## config.mk

```make
export PLATFORM = sky130hd
export DESIGN_NAME = uart_tx_fifo
export DESIGN_NICKNAME = d
export VERILOG_FILES = /design/src/rtl/uart_tx_fifo.sv
export SDC_FILE = /design/constraint.sdc
export NUM_CORES = 1
export LEC_CHECK = 0
export ABC_AREA = 1
export CAP_MARGIN = 10
export CORE_MARGIN = 1.5
export CORE_UTILIZATION = 55
export DETAILED_ROUTE_END_ITERATION = 12
export GPL_TIMING_DRIVEN = 0
export PLACE_DENSITY = 0.76
export SLEW_MARGIN = 0
export SYNTH_ARGS = -nofsm -noshare
export SYNTH_HDL_FRONTEND = slang
export SYNTH_SLANG_ARGS = --single-unit
```

## constraint.sdc

```tcl
create_clock -name clk -period 2.5 [get_ports clk]
set_input_delay 0.5 -clock clk [delete_from_list [all_inputs] [get_ports clk]]
set_output_delay 0.5 -clock clk [all_outputs]
set_load 0.05 [all_outputs]
```

## src/rtl/uart_tx_fifo.sv

```systemverilog
// uart_tx_fifo: byte FIFO feeding an 8N1 serial transmitter (LSB first, idle high).
// Optional build macro UART_TX_PARITY_EN adds an even-parity bit (8E1 frames).
module uart_tx_fifo #(
  parameter int unsigned CLK_DIV    = 16,
  parameter int unsigned FIFO_DEPTH = 16
) (
  input  logic                          clk,
  input  logic                          rst,
  input  logic                          uart_write,
  input  logic [7:0]                    uart_data,
  output logic                          tx,
  output logic                          busy,
  output logic                          fifo_full,
  output logic                          fifo_empty,
  output logic [$clog2(FIFO_DEPTH):0]   fifo_level,
  output logic                          overflow
);

  localparam int unsigned AW = $clog2(FIFO_DEPTH);
  localparam int unsigned CW = $clog2(CLK_DIV);
  localparam logic [CW-1:0] BaudMax = CW'(CLK_DIV - 1);

  localparam logic [2:0] StIdle   = 3'd0;
  localparam logic [2:0] StStart  = 3'd1;
  localparam logic [2:0] StData   = 3'd2;
  localparam logic [2:0] StStop   = 3'd3;
`ifdef UART_TX_PARITY_EN
  localparam logic [2:0] StParity = 3'd4;
`endif

  // FIFO storage; pointers carry an extra wrap bit to tell full from empty.
  logic [7:0]    mem [FIFO_DEPTH];
  logic [AW:0]   wptr_q, rptr_q;
  logic          push, pop;
  logic [7:0]    head;

  // Transmitter state.
  logic [2:0]    state_q, state_d;
  logic [CW-1:0] cnt_q, cnt_d;
  logic [2:0]    bit_q, bit_d;
  logic [7:0]    shift_q, shift_d;
  logic          tx_d;
`ifdef UART_TX_PARITY_EN
  logic          par_q, par_d;
`endif

  assign head       = mem[rptr_q[AW-1:0]];
  assign fifo_empty = (wptr_q == rptr_q);
  assign fifo_full  = (wptr_q[AW] != rptr_q[AW]) && (wptr_q[AW-1:0] == rptr_q[AW-1:0]);
  assign fifo_level = wptr_q - rptr_q;
  // A pop in the same cycle frees the slot, so a push into a full FIFO still lands.
  assign push       = uart_write && (!fifo_full || pop);
  assign busy       = (state_q != StIdle) || !fifo_empty;

  // FIFO data write; storage needs no reset.
  always_ff @(posedge clk) begin
    if (push) mem[wptr_q[AW-1:0]] <= uart_data;
  end

  // FIFO pointers and sticky overflow flag.
  always_ff @(posedge clk or posedge rst) begin
    if (rst) begin
      wptr_q   <= '0;
      rptr_q   <= '0;
      overflow <= 1'b0;
    end else begin
      if (push) wptr_q <= wptr_q + 1'b1;
      if (pop)  rptr_q <= rptr_q + 1'b1;
      if (uart_write && !push) overflow <= 1'b1;
    end
  end

  // Frame sequencer next-state; each state holds for CLK_DIV cycles via the baud counter.
  always_comb begin
    state_d = state_q;
    cnt_d   = cnt_q;
    bit_d   = bit_q;
    shift_d = shift_q;
    pop     = 1'b0;
`ifdef UART_TX_PARITY_EN
    par_d   = par_q;
`endif
    case (state_q)
      StIdle: begin
        if (!fifo_empty) begin
          pop     = 1'b1;
          shift_d = head;
          cnt_d   = BaudMax;
          state_d = StStart;
`ifdef UART_TX_PARITY_EN
          par_d   = ^head;
`endif
        end
      end
      StStart: begin
        if (cnt_q == '0) begin
          cnt_d   = BaudMax;
          bit_d   = 3'd0;
          state_d = StData;
        end else begin
          cnt_d = cnt_q - 1'b1;
        end
      end
      StData: begin
        if (cnt_q == '0) begin
          cnt_d   = BaudMax;
          shift_d = {1'b0, shift_q[7:1]};
          if (bit_q == 3'd7) begin
`ifdef UART_TX_PARITY_EN
            state_d = StParity;
`else
            state_d = StStop;
`endif
          end else begin
            bit_d = bit_q + 3'd1;
          end
        end else begin
          cnt_d = cnt_q - 1'b1;
        end
      end
`ifdef UART_TX_PARITY_EN
      StParity: begin
        if (cnt_q == '0) begin
          cnt_d   = BaudMax;
          state_d = StStop;
        end else begin
          cnt_d = cnt_q - 1'b1;
        end
      end
`endif
      StStop: begin
        if (cnt_q == '0) begin
          // Chain straight into the next frame when data is waiting.
          if (!fifo_empty) begin
            pop     = 1'b1;
            shift_d = head;
            cnt_d   = BaudMax;
            state_d = StStart;
`ifdef UART_TX_PARITY_EN
            par_d   = ^head;
`endif
          end else begin
            state_d = StIdle;
          end
        end else begin
          cnt_d = cnt_q - 1'b1;
        end
      end
      default: state_d = StIdle;
    endcase
  end

  // Line level derived from the next state so tx can be registered without added latency.
  always_comb begin
    tx_d = 1'b1;
    case (state_d)
      StStart:  tx_d = 1'b0;
      StData:   tx_d = shift_d[0];
`ifdef UART_TX_PARITY_EN
      StParity: tx_d = par_d;
`endif
      default:  tx_d = 1'b1;
    endcase
  end

  // Transmitter registers; reset forces the line idle high at once.
  always_ff @(posedge clk or posedge rst) begin
    if (rst) begin
      state_q <= StIdle;
      cnt_q   <= '0;
      bit_q   <= '0;
      shift_q <= '0;
      tx      <= 1'b1;
`ifdef UART_TX_PARITY_EN
      par_q   <= 1'b0;
`endif
    end else begin
      state_q <= state_d;
      cnt_q   <= cnt_d;
      bit_q   <= bit_d;
      shift_q <= shift_d;
      tx      <= tx_d;
`ifdef UART_TX_PARITY_EN
      par_q   <= par_d;
`endif
    end
  end

endmodule

```

==> metrics.cfg, run 1 <==
[outcome]
status = complete, no violations

[timing]
relSlewSlack_pct = 50.7
finalMaxSlewViolations = 0
rsz0062_at_grt = true
hold_viol_final = 0
setup-violations-final = 0
setup_tns_ns = 0
clock_skew_ns = 0.00832
fin_crit_sh_pct = 98.7
clock.fmax_mhz = 405
tightest_slew_ns = 0.737
period_minus_slack_ns = 2.47
timing.hold.ws_ns = 0.320

[route]
routed_wl_um = 17500
drc = 0
wire_per_inst_um = 19.4
num_vias = 5176
top_layer_used = met4
via_per_inst = 5.74
wl_met3_um = 1600
drt_iter0_markers = 584
met1_length_um = 6910
ant_nets = 0
firstDrtPassIters = 7
wl_met2_um = 8470

[clock_tree]
htreeDepth = 4
path_clk_slew_ns = 0.06
insertion_delay_ns = 0.43
cts.sinks = 158
cts.path.max_buffers = 2
cts_buffers = 17
cts_tree = done
root_buffer = clkbuf_16

[pwr]
max-vdd-ir-drop_mv = 0.743
p_leak_nw = 3.27
total_power_w = 0.0110
p_per_area_nw_per_um2 = 1290

[floorplanning]
io_pins = 21
die_x_um = 116
core_um2 = 12600
fp-row-count = 41
fp.dieArea_um2 = 13500
die_h_um = 116
start_util_pct = 56.1

[setup_path]
critPathCaptureType = output port
critPathMaxFanout = 4
startpoint = rptr_q[3]
worstSetupPathType = register to output port
cp_data_required_time_ns = 2.00
critPathArrivalTime_ns = 1.97
startpoint_type = register
timing.rr.start = cnt_q[0]

[logic_synthesis]
synth.area.top_cells = edfxtp_1, dfrtp_1, nand2_1
avgSynthCellArea_um2 = 10.7
synth_top_area_cell = edfxtp_1
synth_top_area_share_pct = 54.5
yosysUniqueCellTypes = 39
synth-seq-cells = 158
synthTopCellsByCount = edfxtp_1, nand2_1, nor2_1, nand3_1, o21ai_0
ys_seq_area_share_pct = 65.2
yosysWarnings = 0
syn_area_um2 = 7050
synth.most_common_cell = edfxtp_1
syn_nets = 685
ys.flop_type = edfxtp_1
synth_edf_count = 128
ys_async_sr_fraction_pct = 19.0
synth_cells = 661

[placement]
gp_congestion = 0.897
dp_cells = 853
port-buffer-count = 20
dp_hpwl_um = 10800

[grt]
grt_pass1_wl_um = 26400
track_usage_pct = 27.5
grt_start_max_net_pins = 31
antenna_found_initial = 0
grt_pass1_vias = 4901
grt_overflow_total = 0

[finish]
drive_gt1_share_pct = 18.4
area_delta_synth_final_pct = 20.2
fill_cells = 897
finalNetCount = 741
layout.cells.non_filler = 902
diodes = 0

[worst_hold_path]
hold_class = primary input to asynchronous set/reset pin

[flow_run]
max-cap-violations = 0

[metrics by stage]
step                instance area (um^2)  util, %  worst slack [ns]
finish                              8480     67.4            0.0319
global route                        8480     67.4           -0.0399
CTS                                 8220     65.4           -0.0410
detailed placement                  7490     59.6            -0.765
global placement                    7490     59.6            -0.736
floorplan                           7080        -            0.0800
[logic make-up after synthesis]
| family | count (synthesis) | synth area share, % |
|---|---|---|
| flip-flops | 158 | 65.2 |
| other | 1 | 0.0532 |
| XOR/XNOR | 14 | 1.85 |
| AO/OA/AOI/OAI | 101 | 8.02 |
| buffers and inverters | 70 | 4.28 |
| AND/OR/NAND/NOR | 304 | 18.2 |
| adder cells (fa/ha/maj) | 13 | 2.41 |
[path summary, 6_finish.rpt]
path                              to  slack (ns)  depth (start not counted)
min reg2reg                 overflow        0.46                          1
min                        wptr_q[3]        0.32                          2
max in group asynchronous         tx        1.67                          3
min in group clk            overflow        0.46                          1
max                             busy        0.03                          6
max reg2reg                mem[7][5]        0.11                         12
[per-layer routing]
| layer | GRT usage (%) | vias up |
|---|---|---|
| li1 | - | 2371 |
| met1 | 36.8 | 2456 |
| met2 | 44.1 | 305 |
| met3 | 5.50 | 44 |
| met4 | 12.0 | 0 |
| met5 | 0 | - |
[layout make-up]
type	instances	area (um^2)	area share, %
sequential	158	4600	54.3
multi-input combinational	433	2360	27.9
timing repair buffer	40	447	5.27
clock buffer	19	433	5.11
tap	172	215	2.54
inverter	45	183	2.15
clock inverter	13	123	1.45
buffer	22	116	1.37
[state kept, by name, summed over array words and instances, names as in the netlist]
register and count:
mem 128, shift_q 8, rptr_q 5, wptr_q 5, cnt_q 4, bit_q 3, state_q 3, overflow 1
tx 1
[where the power goes]
| group | internal, W | switching, W |
|---|---|---|
| clock | 0.00145 | 0.00100 |
| sequential | 0.00327 | 0.000258 |
| combinational | 0.00165 | 0.00334 |
[repair_timing]
item / 4_1_cts / 5_1_grt
hold buffers: 0 / 0
buffers inserted: 7 / 12
resized for setup: 83 / 20
setup endpoints to repair: 146 / 99
pin swaps: 2 / 13
[critical path: stages, from the launching register on]
cell,delay [ns]
dfrtp_1,0.46
clkinvlp_4,0.20
ha_4,0.33
nand4_4,0.11
nor2_4,0.18
nand3_2,0.10
buf_8,0.16
[cells in the final DEF (no fill, tap or decap), types with 7 or more instances in the layout]
cell type and count:
a21oi_1 24, buf_12 7, buf_2 12, buf_4 15, clkbuf_1 10, clkbuf_16 17, clkdlybuf4s50_1 12, dfrtp_1 26
edfxtp_1 128, ha_1 8, inv_1 33, inv_2 8, nand2_1 120, nand2_2 10, nand3_1 45, nor2_1 100
nor2_4 17, o211ai_1 11, o21ai_0 35, o21ai_1 17, xor2_1 10
Note: power is estimated with default switching activity, not from simulation.
==> run 2: changes to the inputs <==
--- a/config.mk
+++ b/config.mk
@@ -12,6 +12,7 @@
 export DETAILED_ROUTE_END_ITERATION = 12
 export GPL_TIMING_DRIVEN = 0
 export PLACE_DENSITY = 0.76
+export SKIP_CTS_REPAIR_TIMING = 1
 export SLEW_MARGIN = 0
 export SYNTH_ARGS = -nofsm -noshare
 export SYNTH_HDL_FRONTEND = slang
==> run 2 against run 1 <==
Against the previous run:
- the run now ends with setup timing left
- final cell count shrank 0.11%
- non-clock buffer count shrank 1
- worst hold slack lost 0.0036 ns
- clock power is essentially flat
- sequential cell count is the same
- design area shrank 1.0%
- fmax shrank 4.4%
- combinational power shrank 2%
- largest cell class unchanged
- largest power group unchanged
==> metrics.cfg, run 2 (synthesis gave the netlist of run 1 again) <==
[finish]
area_delta_synth_final_pct = 19.0  ; was 20.2%
largest_register_ffs = 128  ; unchanged
diodes = 0  ; unchanged
finalNetCount = 740  ; was 741
drive_gt1_share_pct = 17.8  ; was 18.4%
final_common_cell = edfxtp_1  ; unchanged
multi_input_area_um2 = 2330  ; was 2360 um^2
design_area_um2 = 8390  ; was 8480 um^2
seq_area_um2 = 4600  ; unchanged
layout_common_cells = edfxtp_1, nand2_1, nor2_1, nand3_1, o21ai_0  ; unchanged
fill_cells = 918  ; was 897

[route]
firstDrtPassIters = 5  ; was 7
drt_iter0_markers = 609  ; was 584
ant_nets = 0  ; unchanged
wire_per_inst_um = 19.0  ; was 19.4 um
num_vias = 5123  ; was 5176
routed_wl_um = 17100  ; was 17500 um
via_per_inst = 5.69  ; was 5.74
drc = 0  ; unchanged

[floorplanning]
core_um2 = 12600  ; unchanged
io_pins = 21  ; unchanged
fp.dieArea_um2 = 13500  ; unchanged
die_x_um = 116  ; unchanged
start_util_pct = 56.1  ; unchanged
die_h_um = 116  ; unchanged
fp-row-count = 41  ; unchanged

[outcome]
failed_checks = setup timing
status = complete, but fails checks  ; was complete, no violations

[clock_tree]
cts_tree = done  ; unchanged
cts.sinks = 158  ; unchanged
cts_buffers = 17  ; unchanged
insertion_delay_ns = 0.43  ; about the same
cts.path.max_buffers = 2  ; unchanged
htreeDepth = 4  ; unchanged
path_clk_slew_ns = 0.06  ; about the same
root_buffer = clkbuf_16  ; unchanged

[placement]
place_area_um2 = 7490  ; unchanged
gp_congestion = 0.897  ; unchanged
port-buffer-count = 20  ; unchanged
dp_hpwl_um = 10800  ; unchanged

[grt]
grt_start_max_net_pins = 31  ; unchanged
grt_overflow_total = 0  ; unchanged
grt_pass1_wl_um = 25900  ; was 26400 um
antenna_found_initial = 0  ; unchanged
grt_pass1_vias = 4784  ; was 4901
track_usage_pct = 26.8  ; was 27.5%

[timing]
fin_ws_ns = -0.0807  ; was 0.0319 ns
tightest_slew_ns = 0.751  ; was 0.737 ns
period_minus_slack_ns = 2.58  ; was 2.47 ns
finalMaxSlewViolations = 0  ; unchanged
setup-violations-final = 33  ; was 0
relSlewSlack_pct = 49.8  ; was 50.7%
clock_skew_ns = 0.00533  ; was 0.00832 ns
rsz0062_at_grt = true  ; unchanged
timing.hold.ws_ns = 0.316  ; was 0.320 ns
clock.fmax_mhz = 387  ; was 405 MHz
hold_viol_final = 0  ; unchanged
fin_crit_sh_pct = 103  ; was 98.7%

[setup_path]
path_buf_inv = 3  ; was 2
critPathMaxFanout = 8  ; was 4
rr_worst_depth = 12  ; unchanged
startpoint_type = register  ; unchanged
cp_top_family = simple AND/OR/NAND/NOR gates  ; was flip-flops
crit_top_cell = nand2_2
cp_data_required_time_ns = 2.56  ; was 2.00 ns
max_stage_delay_ns = 0.51  ; was 0.46 ns
critPathArrivalTime_ns = 2.64  ; was 1.97 ns
critPathCaptureType = register  ; was output port
path_depth = 12  ; was 6
worstSetupPathType = register to register  ; was register to output port
path_cells = inv_1, ha_1, nand2_2, nor2_4, inv_2, nand2_2, nand2_2, nand2_2, nand2_4, inv_4, nand2_1, nor2_2  ; was clkinvlp_4, ha_4, nand4_4, nor2_4, nand3_2, buf_8
crit_slowest_cell = nor2_2  ; was dfrtp_1

[flow_run]
max-cap-violations = 0  ; unchanged

[pwr]
p_per_area_nw_per_um2 = 1290  ; about the same
max-vdd-ir-drop_mv = 0.727  ; was 0.743 mV
p_leak_nw = 3.26  ; was 3.27 nW

[worst_hold_path]
hold_class = primary input to asynchronous set/reset pin  ; unchanged

==> run 2: cell types whose count changed in the layout (fill, tap and decap cells not counted), sizes merged <==
cell          previous run  this run
buf                     41        37
clkbuf                  27        30
dlymetal6s2s             0         1
dlygate4sd2              1         0
==> run 2: worst register-to-register path, stage by stage (launching register included) <==
cell and delay [ns]:
dfrtp_1 0.37, inv_1 0.14, ha_1 0.21, nand2_2 0.09
nor2_4 0.19, inv_2 0.11, nand2_2 0.09, nand2_2 0.07
nand2_2 0.07, nand2_4 0.06, inv_4 0.09, nand2_1 0.21
nor2_2 0.51
==> run 2: worst paths after layout <==
path / start / endpoint / slack (ns)
max: cnt_q[0] / mem[12][5] / -0.08
min reg2reg: overflow / overflow / 0.46
min: rst / wptr_q[3] / 0.32
max reg2reg: cnt_q[0] / mem[12][5] / -0.08
max in group asynchronous: rst / tx / 1.68
min in group clk: overflow / overflow / 0.46
==> run 2: layout make-up <==
cell class | instances | area share, %
clock inverters | 13 | 1.46
plain buffers | 24 | 1.80
clock buffers | 19 | 5.16
multi-input cells | 433 | 27.8
inverters | 45 | 2.12
flip-flops and latches | 158 | 54.8
well taps | 172 | 2.56
repair buffers | 37 | 4.32
==> run 2: layer usage <==
metal  up-vias  global-route usage, %  wire length (um)
met2       294                   42.4              8180
met5         -                      0                 0
li1       2368                      -                 -
met3        41                   6.59              1520
met4         0                   11.6               467
met1      2420                   35.7              6960
==> run 2: per-stage QoR <==
stage          setup WS [ns]  total power (W)  utilization [%]  instances  TNS (ns)
2_1_floorplan         0.0800          0.00647                -        661         0
3_3_place_gp          -0.736          0.00768             59.6        853    -59.77
3_5_place_dp          -0.765          0.00781             59.6        853    -63.44
4_1_cts                -1.25           0.0103             64.0        885    -72.27
5_1_grt               -0.187           0.0114             66.8        901     -8.26
6_report             -0.0807           0.0108             66.8        901     -1.28
==> run 2: report_power, final <==
group | internal, W | switching [W] | total [W]
Sequential | 0.00327 | 0.000266 | 0.00353
Clock | 0.00145 | 0.00100 | 0.00245
Combinational | 0.00161 | 0.00325 | 0.00486
Total | 0.00633 | 0.00452 | 0.0108
